[src/rtl/order_reporter.sv]
// order_reporter: return path from the arbitrage logic to the HPS.
// Debounces the exchange action tuple, turns each newly settled valid trade
// into a 32-bit order record, queues records in a small FIFO and presents
// them one at a time over a four-phase valid/ack handshake.
module order_reporter #(
  parameter int unsigned DEPTH  = 8,
  parameter int unsigned SETTLE = 4,
  parameter logic [1:0]  HOLD_C = 2'b00,
  parameter logic [1:0]  BUY_C  = 2'b01,
  parameter logic [1:0]  SELL_C = 2'b10
) (
  input  logic                     clk,
  input  logic                     reset,
  input  logic [15:0]              price_a,
  input  logic [15:0]              price_b,
  input  logic [15:0]              price_c,
  input  logic [1:0]               action_a,
  input  logic [1:0]               action_b,
  input  logic [1:0]               action_c,
  input  logic                     order_ack,
  output logic                     order_valid,
  output logic [31:0]              order_data,
  output logic [$clog2(DEPTH):0]   fifo_count,
  output logic [7:0]               drop_count,
  output logic                     overflow
);

  localparam int unsigned AW   = $clog2(DEPTH);
  localparam int unsigned CNTW = AW + 1;
  localparam int unsigned SW   = $clog2(SETTLE + 1);

  typedef enum logic [1:0] {
    IDLE    = 2'd0,
    PRESENT = 2'd1,
    RELEASE = 2'd2
  } state_t;

  // Settle filter state
  logic [5:0]    tuple;
  logic [5:0]    act_q;
  logic [5:0]    last_tuple;
  logic [SW-1:0] stable_cnt;
  logic          settle_evt;

  // Trade decode
  logic          trade_ok;
  logic [1:0]    buy_ex;
  logic [1:0]    sell_ex;
  logic [15:0]   buy_price;
  logic [15:0]   sell_price;
  logic [15:0]   spread;
  logic [31:0]   record;
  logic [7:0]    seq;

  // FIFO
  logic [31:0]   mem [DEPTH];
  logic [AW-1:0] wr_ptr;
  logic [AW-1:0] rd_ptr;
  logic          full;
  logic          push_req;
  logic          push_ok;
  logic          pop;
  logic          drop;

  // Handshake FSM
  state_t        state;
  state_t        state_n;
  logic          load_data;

  assign tuple = {action_a, action_b, action_c};

  // The settle event is the cycle in which stable_cnt steps from SETTLE-1 to SETTLE.
  assign settle_evt = (tuple == act_q) && (stable_cnt == SW'(SETTLE - 1));

  // Register the tuple and count how long it has been unchanged.
  always_ff @(posedge clk) begin
    if (reset) begin
      act_q      <= '1;
      last_tuple <= '1;
      stable_cnt <= '0;
    end else begin
      act_q <= tuple;
      if (tuple != act_q) begin
        stable_cnt <= '0;
      end else if (stable_cnt != SW'(SETTLE)) begin
        stable_cnt <= stable_cnt + SW'(1);
      end
      if (settle_evt) begin
        last_tuple <= tuple;
      end
    end
  end

  // Classify the tuple: exactly one buy, one sell and one hold is a trade.
  always_comb begin
    logic [1:0] n_buy;
    logic [1:0] n_sell;
    logic [1:0] n_hold;
    logic [1:0] f;
    n_buy   = '0;
    n_sell  = '0;
    n_hold  = '0;
    buy_ex  = '0;
    sell_ex = '0;
    f       = '0;
    for (int unsigned i = 0; i < 3; i++) begin
      f = tuple[(5 - 2*i) -: 2];
      if (f == BUY_C) begin
        n_buy  = n_buy + 2'd1;
        buy_ex = 2'(i);
      end else if (f == SELL_C) begin
        n_sell  = n_sell + 2'd1;
        sell_ex = 2'(i);
      end else if (f == HOLD_C) begin
        n_hold = n_hold + 2'd1;
      end
    end
    trade_ok = (n_buy == 2'd1) && (n_sell == 2'd1) && (n_hold == 2'd1);
  end

  // Select the buy-side and sell-side prices by exchange index.
  always_comb begin
    buy_price  = price_c;
    sell_price = price_c;
    case (buy_ex)
      2'd0:    buy_price = price_a;
      2'd1:    buy_price = price_b;
      default: buy_price = price_c;
    endcase
    case (sell_ex)
      2'd0:    sell_price = price_a;
      2'd1:    sell_price = price_b;
      default: sell_price = price_c;
    endcase
  end

  assign spread = sell_price - buy_price;
  assign record = {seq, 2'b00, buy_ex, sell_ex, 2'b00, spread};

  assign push_req = settle_evt && trade_ok && (tuple != last_tuple);
  assign pop      = (state == PRESENT) && order_ack;
  assign full     = (fifo_count == CNTW'(DEPTH));
  // A pop in the same cycle frees the head slot, so a full FIFO can still accept.
  assign push_ok  = push_req && (!full || pop);
  assign drop     = push_req && full && !pop;

  // Record storage; contents need no reset since pointers define validity.
  always_ff @(posedge clk) begin
    if (push_ok) begin
      mem[wr_ptr] <= record;
    end
  end

  // FIFO pointers and occupancy.
  always_ff @(posedge clk) begin
    if (reset) begin
      wr_ptr     <= '0;
      rd_ptr     <= '0;
      fifo_count <= '0;
    end else begin
      if (push_ok) begin
        wr_ptr <= wr_ptr + AW'(1);
      end
      if (pop) begin
        rd_ptr <= rd_ptr + AW'(1);
      end
      case ({push_ok, pop})
        2'b10:   fifo_count <= fifo_count + CNTW'(1);
        2'b01:   fifo_count <= fifo_count - CNTW'(1);
        default: fifo_count <= fifo_count;
      endcase
    end
  end

  // Sequence numbering and loss accounting; seq advances even for dropped records.
  always_ff @(posedge clk) begin
    if (reset) begin
      seq        <= '0;
      drop_count <= '0;
      overflow   <= 1'b0;
    end else begin
      if (push_req) begin
        seq <= seq + 8'd1;
      end
      if (drop) begin
        overflow <= 1'b1;
        if (drop_count != 8'hFF) begin
          drop_count <= drop_count + 8'd1;
        end
      end
    end
  end

  // Handshake state register.
  always_ff @(posedge clk) begin
    if (reset) begin
      state <= IDLE;
    end else begin
      state <= state_n;
    end
  end

  // Handshake next-state and outputs; a stale high ack holds the FSM in IDLE.
  always_comb begin
    state_n     = state;
    order_valid = 1'b0;
    load_data   = 1'b0;
    case (state)
      IDLE: begin
        if ((fifo_count != '0) && !order_ack) begin
          state_n   = PRESENT;
          load_data = 1'b1;
        end
      end
      PRESENT: begin
        order_valid = 1'b1;
        if (order_ack) begin
          state_n = RELEASE;
        end
      end
      RELEASE: begin
        if (!order_ack) begin
          state_n = IDLE;
        end
      end
      default: state_n = IDLE;
    endcase
  end

  // Capture the FIFO head only when a record is about to be presented.
  always_ff @(posedge clk) begin
    if (reset) begin
      order_data <= '0;
    end else if (load_data) begin
      order_data <= mem[rd_ptr];
    end
  end

endmodule
[config.mk]
export PLATFORM = sky130hd
export DESIGN_NAME = order_reporter
export DESIGN_NICKNAME = d
export VERILOG_FILES = /design/src/rtl/order_reporter.sv
export SDC_FILE = /design/constraint.sdc
export NUM_CORES = 1
export LEC_CHECK = 0
export ABC_AREA = 1
export ABC_CLOCK_PERIOD_IN_PS = 6300
export CORE_MARGIN = 2
export CORE_UTILIZATION = 40
export CTS_BUF_LIST = sky130_fd_sc_hd__clkbuf_2 sky130_fd_sc_hd__clkbuf_4 sky130_fd_sc_hd__clkbuf_8
export DETAILED_ROUTE_END_ITERATION = 12
export HOLD_SLACK_MARGIN = 0.12
export PLACE_DENSITY = 0.66
export SKIP_LAST_GASP = 1
export SYNTH_ARGS = -nofsm -noshare
export SYNTH_HDL_FRONTEND = slang
export SYNTH_SLANG_ARGS = --single-unit
[constraint.sdc]
create_clock -name clk -period 6.3 [get_ports clk]
set_input_delay 0.63 -clock clk [delete_from_list [all_inputs] [get_ports clk]]
set_output_delay 0.63 -clock clk [all_outputs]
set_load 0.005 [all_outputs]
==> impl_metrics.json, run 1 <==
{
  "maxSlewViolCount": 0,
  "cts_resized": 0,
  "slew-limit-headroom": 0.313,
  "ff2ff_setup_slack_ps": 3710,
  "numClockSinks": 296,
  "clk_path_buf_depth": 3,
  "finalSetupViolCount": 0,
  "synthFlopType": "edfxtp_1",
  "layout_commonest_cell": "edfxtp_1",
  "die_w_um": 184,
  "reg2reg_depth": 15,
  "firstDrtPassIters": 5,
  "worstPathArrival_ps": 4630,
  "ir_drop_uv": 165,
  "crit-reg2reg-launch": "act_q[2]$_SDFF_PP1_",
  "ys_ff_latch": 296,
  "worst_slack_ps": 1950,
  "pre_cts_slack_ps": 1380,
  "ys_types": 44,
  "synth_area_per_cell_um2": 10.6,
  "cts_max_level": 2,
  "whs_endpoint": "overflow$_SDFFE_PP0P_",
  "cts_hold_buf": 0,
  "start_util": 0.403,
  "core_area_um2": 32300,
  "worstHoldPathCells": 1,
  "antenna_found_initial": 0,
  "grtUsageTotal": 0.177,
  "tritoncts": "yes",
  "path_class": "in2reg",
  "cts.clk_slew.worst_paths_ps": 60,
  "clock-root-buffer": "clkbuf_8",
  "p_per_area_nw_per_um2": 269,
  "hp-start": "overflow$_SDFFE_PP0P_",
  "detail-route-antenna-nets": 0,
  "syn_inst": 1228,
  "synth_area_um2": 13000,
  "grt_pass1_wl_um": 47800,
  "wl_per_cell_um": 16.5,
  "diodes": 0,
  "grt_pass1_vias": 8987,
  "clk_latency_ps": 550,
  "die_y_um": 184,
  "cts_made_buffers": 47,
  "portBuffers": 98,
  "hp-class": "reg2reg",
  "grt_max_degree": 78,
  "yosysWarnings": 0,
  "gp_congestion": 0.775,
  "die_area_um2": 34000,
  "fin_crit_ps": 4350,
  "end_kind": "flop",
  "yosys.area.top_type_share": 0.517,
  "tns_ps": 0,
  "drive_gt1_frac": 0.104,
  "synth_edf_count": 224,
  "critPathLaunchType": "primary input",
  "via_per_inst": 5.18,
  "yosysSeqAreaShare": 0.628,
  "postCtsSetupBuffers": 0,
  "dp_hpwl_um": 17900,
  "fin_crit_sh": 0.691,
  "layout_common_cells": "edfxtp_1, o21ai_0, nor2_1, nand2_1, clkdlybuf4s50_1",
  "max_clock_freq_mhz": 230,
  "rsz0062_at_grt": "false",
  "max_cap_viol_count": 0,
  "nets": 1417,
  "grt.overflow.total": 0,
  "synthTopCellsByArea": "edfxtp_1, dfxtp_1, o21ai_0, nor2_1, nand2_1",
  "row_count": 66,
  "required_ps": 6580,
  "status": "finished clean",
  "worstReg2RegEnd": "fifo_count[3]$_SDFFE_PP0P_",
  "boundaryPins": 103,
  "async_reset_ff_frac": 0,
  "finalClockSkew_ps": 13.5,
  "hold_viol": 0,
  "p_leak_uw": 0.00553,
  "first_iter_violations": 699,
  "path_max_fanout": 25,
  "drt_drc_violations_left": 0,
  "syn2layout_area_growth_pct": 18.4,
  "whs_ps": 473,
  "via_count": 9378,
  "yosysTopAreaCell": "edfxtp_1",
  "worstMarginPinSlew_ps": 1030,
  "wl_um": 29900
}
==> how the worst max path moves through the flow <==
| stage | startpoint | to | slack [ps] | depth (start not counted) |
|---|---|---|---|---|
| 6_report | action_c[1] | mem[1][13]$_DFFE_PP_ | 1950 | 15 |
| 5_1_grt | action_c[1] | mem[4][13]$_DFFE_PP_ | 1510 | 15 |
| 4_1_cts | action_c[1] | mem[4][13]$_DFFE_PP_ | 1960 | 15 |
| 3_5_place_dp | action_c[1] | mem[7][13]$_DFFE_PP_ | 1380 | 15 |
| 3_3_place_gp | action_c[1] | mem[3][13]$_DFFE_PP_ | 1620 | 15 |
| 2_1_floorplan | action_b[1] | mem[3][0]$_DFFE_PP_ | 1770 | 15 |
==> cell families after synthesis <==
group | Yosys count | synth area share
other | 1 | 0.000288
flip-flops | 296 | 0.628
adder cells (fa/ha/maj) | 30 | 0.0300
AO/OA/AOI/OAI | 357 | 0.157
XOR/XNOR | 21 | 0.0141
buffers and inverters | 154 | 0.0468
AND/OR/NAND/NOR | 369 | 0.123
==> synth_stat cells (all sizes together) (10+ instances only) <==
cell,number
edfxtp,224
o21ai,193
nor2,162
nand2,159
inv,86
dfxtp,72
a21oi,69
clkbuf,57
o221ai,43
o22ai,29
ha,28
nand3,24
o211ai,17
nor3,15
xor2,14
buf,10
==> metrics by stage <==
step / total power (uW) / utilization / cells / instance area, um2
3_5_place_dp: 2570 / 0.448 / 1723 / 14500
3_3_place_gp: 2560 / 0.448 / 1723 / 14500
6_report: 4140 / 0.477 / 1809 / 15400
5_1_grt: 4310 / 0.477 / 1809 / 15400
4_1_cts: 4180 / 0.477 / 1809 / 15400
2_1_floorplan: 2440 / - / 1231 / 13000
==> state kept, by name, summed over array words and instances, names as in the netlist <==
register,flops
overflow,1
fifo_count,4
state,2
last_tuple,6
mem,224
order_data,28
seq,8
wr_ptr,3
stable_cnt,3
drop_count,8
act_q,6
rd_ptr,3
==> worst max-delay path, stage by stage <==
cell	delay (ps)
clkdlybuf4s50_1	540
inv_1	160
nand2_4	130
inv_4	120
nor2_1	490
inv_1	390
o221ai_1	390
ha_1	220
a21oi_1	70
nand2_1	110
a21oi_1	100
o21ai_0	420
a21oi_1	180
o21ai_0	250
xor2_1	430
==> per-layer routing <==
metal  global-route usage  vias to the layer above  wire length, um
met3               0.0292                       36             1720
met5                    0                        -                0
li1                     -                     4592                -
met4               0.0458                        0              450
met2                0.297                      264            14200
met1                0.239                     4486            13500
==> power breakdown <==
group / leakage (uW) / switching [uW] / internal, uW / total [uW]
Combinational: 0.00241 / 237 / 109 / 346
Sequential: 0.00261 / 1.38 / 2190 / 2190
Clock: 0.000504 / 719 / 887 / 1610
==> area by class of cell <==
class / instances / area (um2)
fillers: 2894 / 16900
flip-flops and latches: 296 / 8170
multi-input cells: 781 / 4290
repair buffers: 117 / 1120
clock buffers: 67 / 828
well taps: 442 / 553
inverters: 87 / 332
clock inverters: 19 / 108
Note: power is estimated with default switching activity, not from simulation.
==> run 2, diff against run 1 <==
- ABC_CLOCK_PERIOD_IN_PS: 6300 -> 4200
- clock period: 6.3 -> 4.2 ns (I/O delays scaled with it)
==> impl_metrics.json, run 2 (synthesized netlist as in run 1, its figures left out) <==
{
  "p_leak_uw": 0.00566,
  "finalSetupViolCount": 0,
  "via_per_inst": 5.15,
  "dp_hpwl_um": 18200,
  "pwr-share-comb": 0.083,
  "cts_max_level": 2,
  "syn2layout_area_growth_pct": 20.6,
  "ir_drop_uv": 230,
  "required_ps": 4500,
  "whs_endpoint": "act_q[2]$_SDFF_PP1_",
  "worstPathArrival_ps": 3660,
  "reg2reg_depth": 17,
  "drt_drc_violations_left": 0,
  "path_max_fanout": 10,
  "firstDrtPassIters": 6,
  "clock-root-buffer": "clkbuf_8",
  "rsz0062_at_grt": "false",
  "cts_made_buffers": 49,
  "first_iter_violations": 647,
  "seq_power_share": 0.506,
  "fin_crit_sh": 0.800,
  "via_count": 9415,
  "slew-limit-headroom": 0.250,
  "worst_slack_ps": 839,
  "worstHoldPathCells": 3,
  "max_cap_viol_count": 0,
  "cts_resized": 0,
  "grt_pass1_wl_um": 47700,
  "cts_hold_buf": 0,
  "p_int_uw": 5020,
  "die_area_um2": 34000,
  "hp-class": "in2reg",
  "status": "finished clean",
  "portBuffers": 98,
  "p_per_area_nw_per_um2": 413,
  "max_clock_freq_mhz": 298,
  "row_count": 66,
  "start_util": 0.403,
  "worstMarginPinSlew_ps": 1130,
  "final_util": 0.486,
  "total_power_uw": 6490,
  "numClockSinks": 296,
  "diodes": 0,
  "fin_crit_ps": 3360,
  "path_class": "in2reg",
  "sw_frac_of_total": 0.226,
  "hp-start": "action_b[0]",
  "boundaryPins": 103,
  "ff2ff_setup_slack_ps": 1680,
  "finalClockSkew_ps": 31.9,
  "antenna_found_initial": 0,
  "layout_common_cells": "edfxtp_1, o21ai_0, nor2_1, nand2_1, clkdlybuf4s50_1",
  "postCtsSetupBuffers": 0,
  "detail-route-antenna-nets": 0,
  "clk_latency_ps": 580,
  "wl_per_cell_um": 16.2,
  "reg_top3": "mem: 224 flops, order_data: 28 flops",
  "grt.overflow.total": 0,
  "gp_congestion": 0.826,
  "crit-reg2reg-launch": "act_q[4]$_SDFF_PP1_",
  "pre_cts_slack_ps": 226,
  "power.switching_uw": 1470,
  "maxSlewViolCount": 0,
  "largest_reg_flops": 224,
  "grt_max_degree": 114,
  "critPathLaunchType": "primary input",
  "core_area_um2": 32300,
  "fillers": 2915,
  "grtUsageTotal": 0.177,
  "pwr-share-clk": 0.411,
  "die_y_um": 184,
  "layout_commonest_cell": "edfxtp_1",
  "tritoncts": "yes",
  "die_w_um": 184,
  "drive_gt1_frac": 0.117,
  "end_kind": "flop",
  "worstReg2RegEnd": "fifo_count[3]$_SDFFE_PP0P_",
  "grt_pass1_vias": 9130,
  "nets": 1433,
  "hold_viol": 0,
  "wl_um": 29600,
  "largest_register": "mem",
  "clk_path_buf_depth": 3,
  "cts.clk_slew.worst_paths_ps": 60
}
## run 2: worst max path at each step
stage	start	to	slack, ps	cells after the start
floorplan	action_b[1]	mem[1][0]$_DFFE_PP_	-120	15
global placement	action_b[1]	mem[6][12]$_DFFE_PP_	390	18
detailed placement	action_b[1]	mem[7][12]$_DFFE_PP_	230	18
CTS	action_b[1]	mem[3][12]$_DFFE_PP_	800	18
global route	action_b[1]	mem[5][12]$_DFFE_PP_	460	18
finish	action_b[1]	mem[0][12]$_DFFE_PP_	840	18
## run 2: power groups by stage
stage          Clock, uW  Sequential (uW)  Combinational (uW)
2_1_floorplan          0             3340                 318
3_3_place_gp           0             3350                 518
3_5_place_dp           0             3350                 532
4_1_cts             2730             3280                 535
5_1_grt             2850             3280                 600
6_report            2660             3280                 537
## run 2: layer usage
layer / vias to the layer above / wire, um / global-route usage
met5: - / 0 / 0
met4: 0 / 727 / 0.0595
met3: 53 / 1570 / 0.0310
met2: 242 / 13800 / 0.290
met1: 4493 / 13500 / 0.238
li1: 4627 / - / -
## run 2: stage by stage
step                cells  area [um2]  TNS, ps  hold WS, ps
floorplan            1231       13000   -22410          451
global placement     1737       14600        0          457
detailed placement   1737       14600        0          465
CTS                  1828       15700        0          452
global route         1828       15700        0          530
finish               1828       15700        0          484
## run 2: critical path, stage by stage
cell and delay (ps):
clkdlybuf4s50_1 600, inv_1 110, nand2_2 150, nor2_1 90
buf_4 170, a21oi_1 160, ha_1 170, inv_1 60
fa_1 410, nand3_1 90, nand2_1 90, a21boi_0 330
nor2_1 80, inv_1 80, nand3_1 70, nand2_1 100
o21ai_0 90, xor2_1 390
## run 2: cell type report
class	count	area (um2)	share of cell area
Sequential cell	296	8170	0.521
Tap cell	442	553	0.0353
Inverter	87	332	0.0211
Multi-Input combinational cell	781	4290	0.274
Clock buffer	73	898	0.0573
Clock inverter	18	163	0.0104
Timing Repair Buffer	131	1280	0.0815
==> variant, RTL diff (flow settings as in run 1) <==
Re-encode `state_t` (3 states) as one-hot, 3 bits wide.
--- a/src/rtl/order_reporter.sv
+++ b/src/rtl/order_reporter.sv
@@ -29,10 +29,10 @@
   localparam int unsigned CNTW = AW + 1;
   localparam int unsigned SW   = $clog2(SETTLE + 1);
 
-  typedef enum logic [1:0] {
-    IDLE    = 2'd0,
-    PRESENT = 2'd1,
-    RELEASE = 2'd2
+  typedef enum logic [2:0] {
+    IDLE    = 3'b001,
+    PRESENT = 3'b010,
+    RELEASE = 3'b100
   } state_t;
 
   // Settle filter state
Behaviour: no difference found for any inputs over 4 cycles, from zero or initial values and one cycle with reset high; so few cycles prove little.
==> variant against run 1 <==
Global-route usage down 0.77 points. Critical path type unchanged. Total power grew 3.7%. Worst hold slack better by 0.0082 ns. Design area is 2.8% higher. Clock skew rose by 0.021 ns. Non-clock buffer count decreased by 4. Synthesized area is 2.6% higher. Worst setup slack improved by 0.32 ns. Highest routed layer unchanged. Sequential cell count is 1 higher. Clock power is 9% higher. Routed wire length is 0.45% lower.
==> variant: results (changes against run 1) <==
INFO  metric synth_top_family_by_area = simple AND/OR/NAND/NOR gates
INFO  metric cp_slowest_stage_delay = 0.56 ns (+0.02 ns)
INFO  metric grt_start_max_net_pins = 66 (-15%)
INFO  metric status = complete, no violations
INFO  metric layout.clock_buffers = 75 (+12%)
INFO  metric post-route-util = 0.484 (+0.00722)
INFO  metric met3_usage = 0.0250 (-0.00423)
INFO  metric timing.max_slew.rel_slack = 0.231 (-0.0814)
INFO  metric grtUsageMet2 = 0.278 (-0.0182)
INFO  metric final.signal_inverter_count = 83 (-4.6%)
INFO  metric path_delay_family = buffers and inverters
INFO  metric syn-mean-instance-area = 10.8 µm² (+2.1%)
INFO  metric detail_route.vias_per_cell = 5.17 (-0.35%)
INFO  metric layout.nonclk_buf_frac = 0.0699 (-0.00310)
INFO  metric critical_path.reg2reg.startpoint = stable_cnt[1]
INFO  metric tot_gr_track_use = 0.169 (-0.00770)
INFO  metric layout.clock.cell_area_share = 0.0652 (+0.00442)
INFO  metric drive_gt1_frac = 0.116 (+0.0123)
INFO  metric place_inst = 1728 (+0.29%)
INFO  metric dr_total_vias = 9397 (+0.20%)
INFO  metric post_synthesis_xor_xnor_area_fraction = 0.0164 (+0.00227)
INFO  metric synthAdderAreaFrac = 0.0293 (-0.000754)
INFO  metric placed_area = 14800 µm² (+2.3%)
INFO  metric grt_pass1_wl = 47700 µm (-0.22%)
INFO  metric cp_max_fo = 18 (-28%)
INFO  metric detailedPlace.worstSlack = 1.67 ns (+0.292 ns)
INFO  metric worst_ep_arrival_time = 4.34 ns (-0.29 ns)
INFO  metric detailroute.wirelength.met3 = 1560 µm (-9.5%)
INFO  metric sequential_element_share_of_the_synthesized_area = 0.614 (-0.0143)
INFO  metric drtIter0Drc = 637 (-8.9%)
INFO  metric wirelength_met1 = 13900 µm (+2.8%)
INFO  metric route.met2.wl = 13800 µm (-3.1%)
[variant: changes by cell type after synthesis, moves of 6 or more]
cell,before,now
sky130_fd_sc_hd__o21ai_0,193,129
sky130_fd_sc_hd__mux2i_1,0,28
sky130_fd_sc_hd__o32ai_1,0,24
sky130_fd_sc_hd__o22ai_1,29,10
sky130_fd_sc_hd__nand3_1,21,33
sky130_fd_sc_hd__clkbuf_1,56,46
sky130_fd_sc_hd__inv_1,80,73
sky130_fd_sc_hd__buf_1,2,8
sky130_fd_sc_hd__inv_2,4,10
sky130_fd_sc_hd__nor3_1,12,18
[variant: worst paths after layout]
| path | endpoint | slack (ns) | depth (start not counted) |
|---|---|---|---|
| setup / recovery | mem[2][12] | 2.27 | 16 |
| hold / removal | overflow | 0.48 | 1 |
| setup reg to reg | mem[2][19] | 3.47 | 9 |
| hold reg to reg | overflow | 0.48 | 1 |
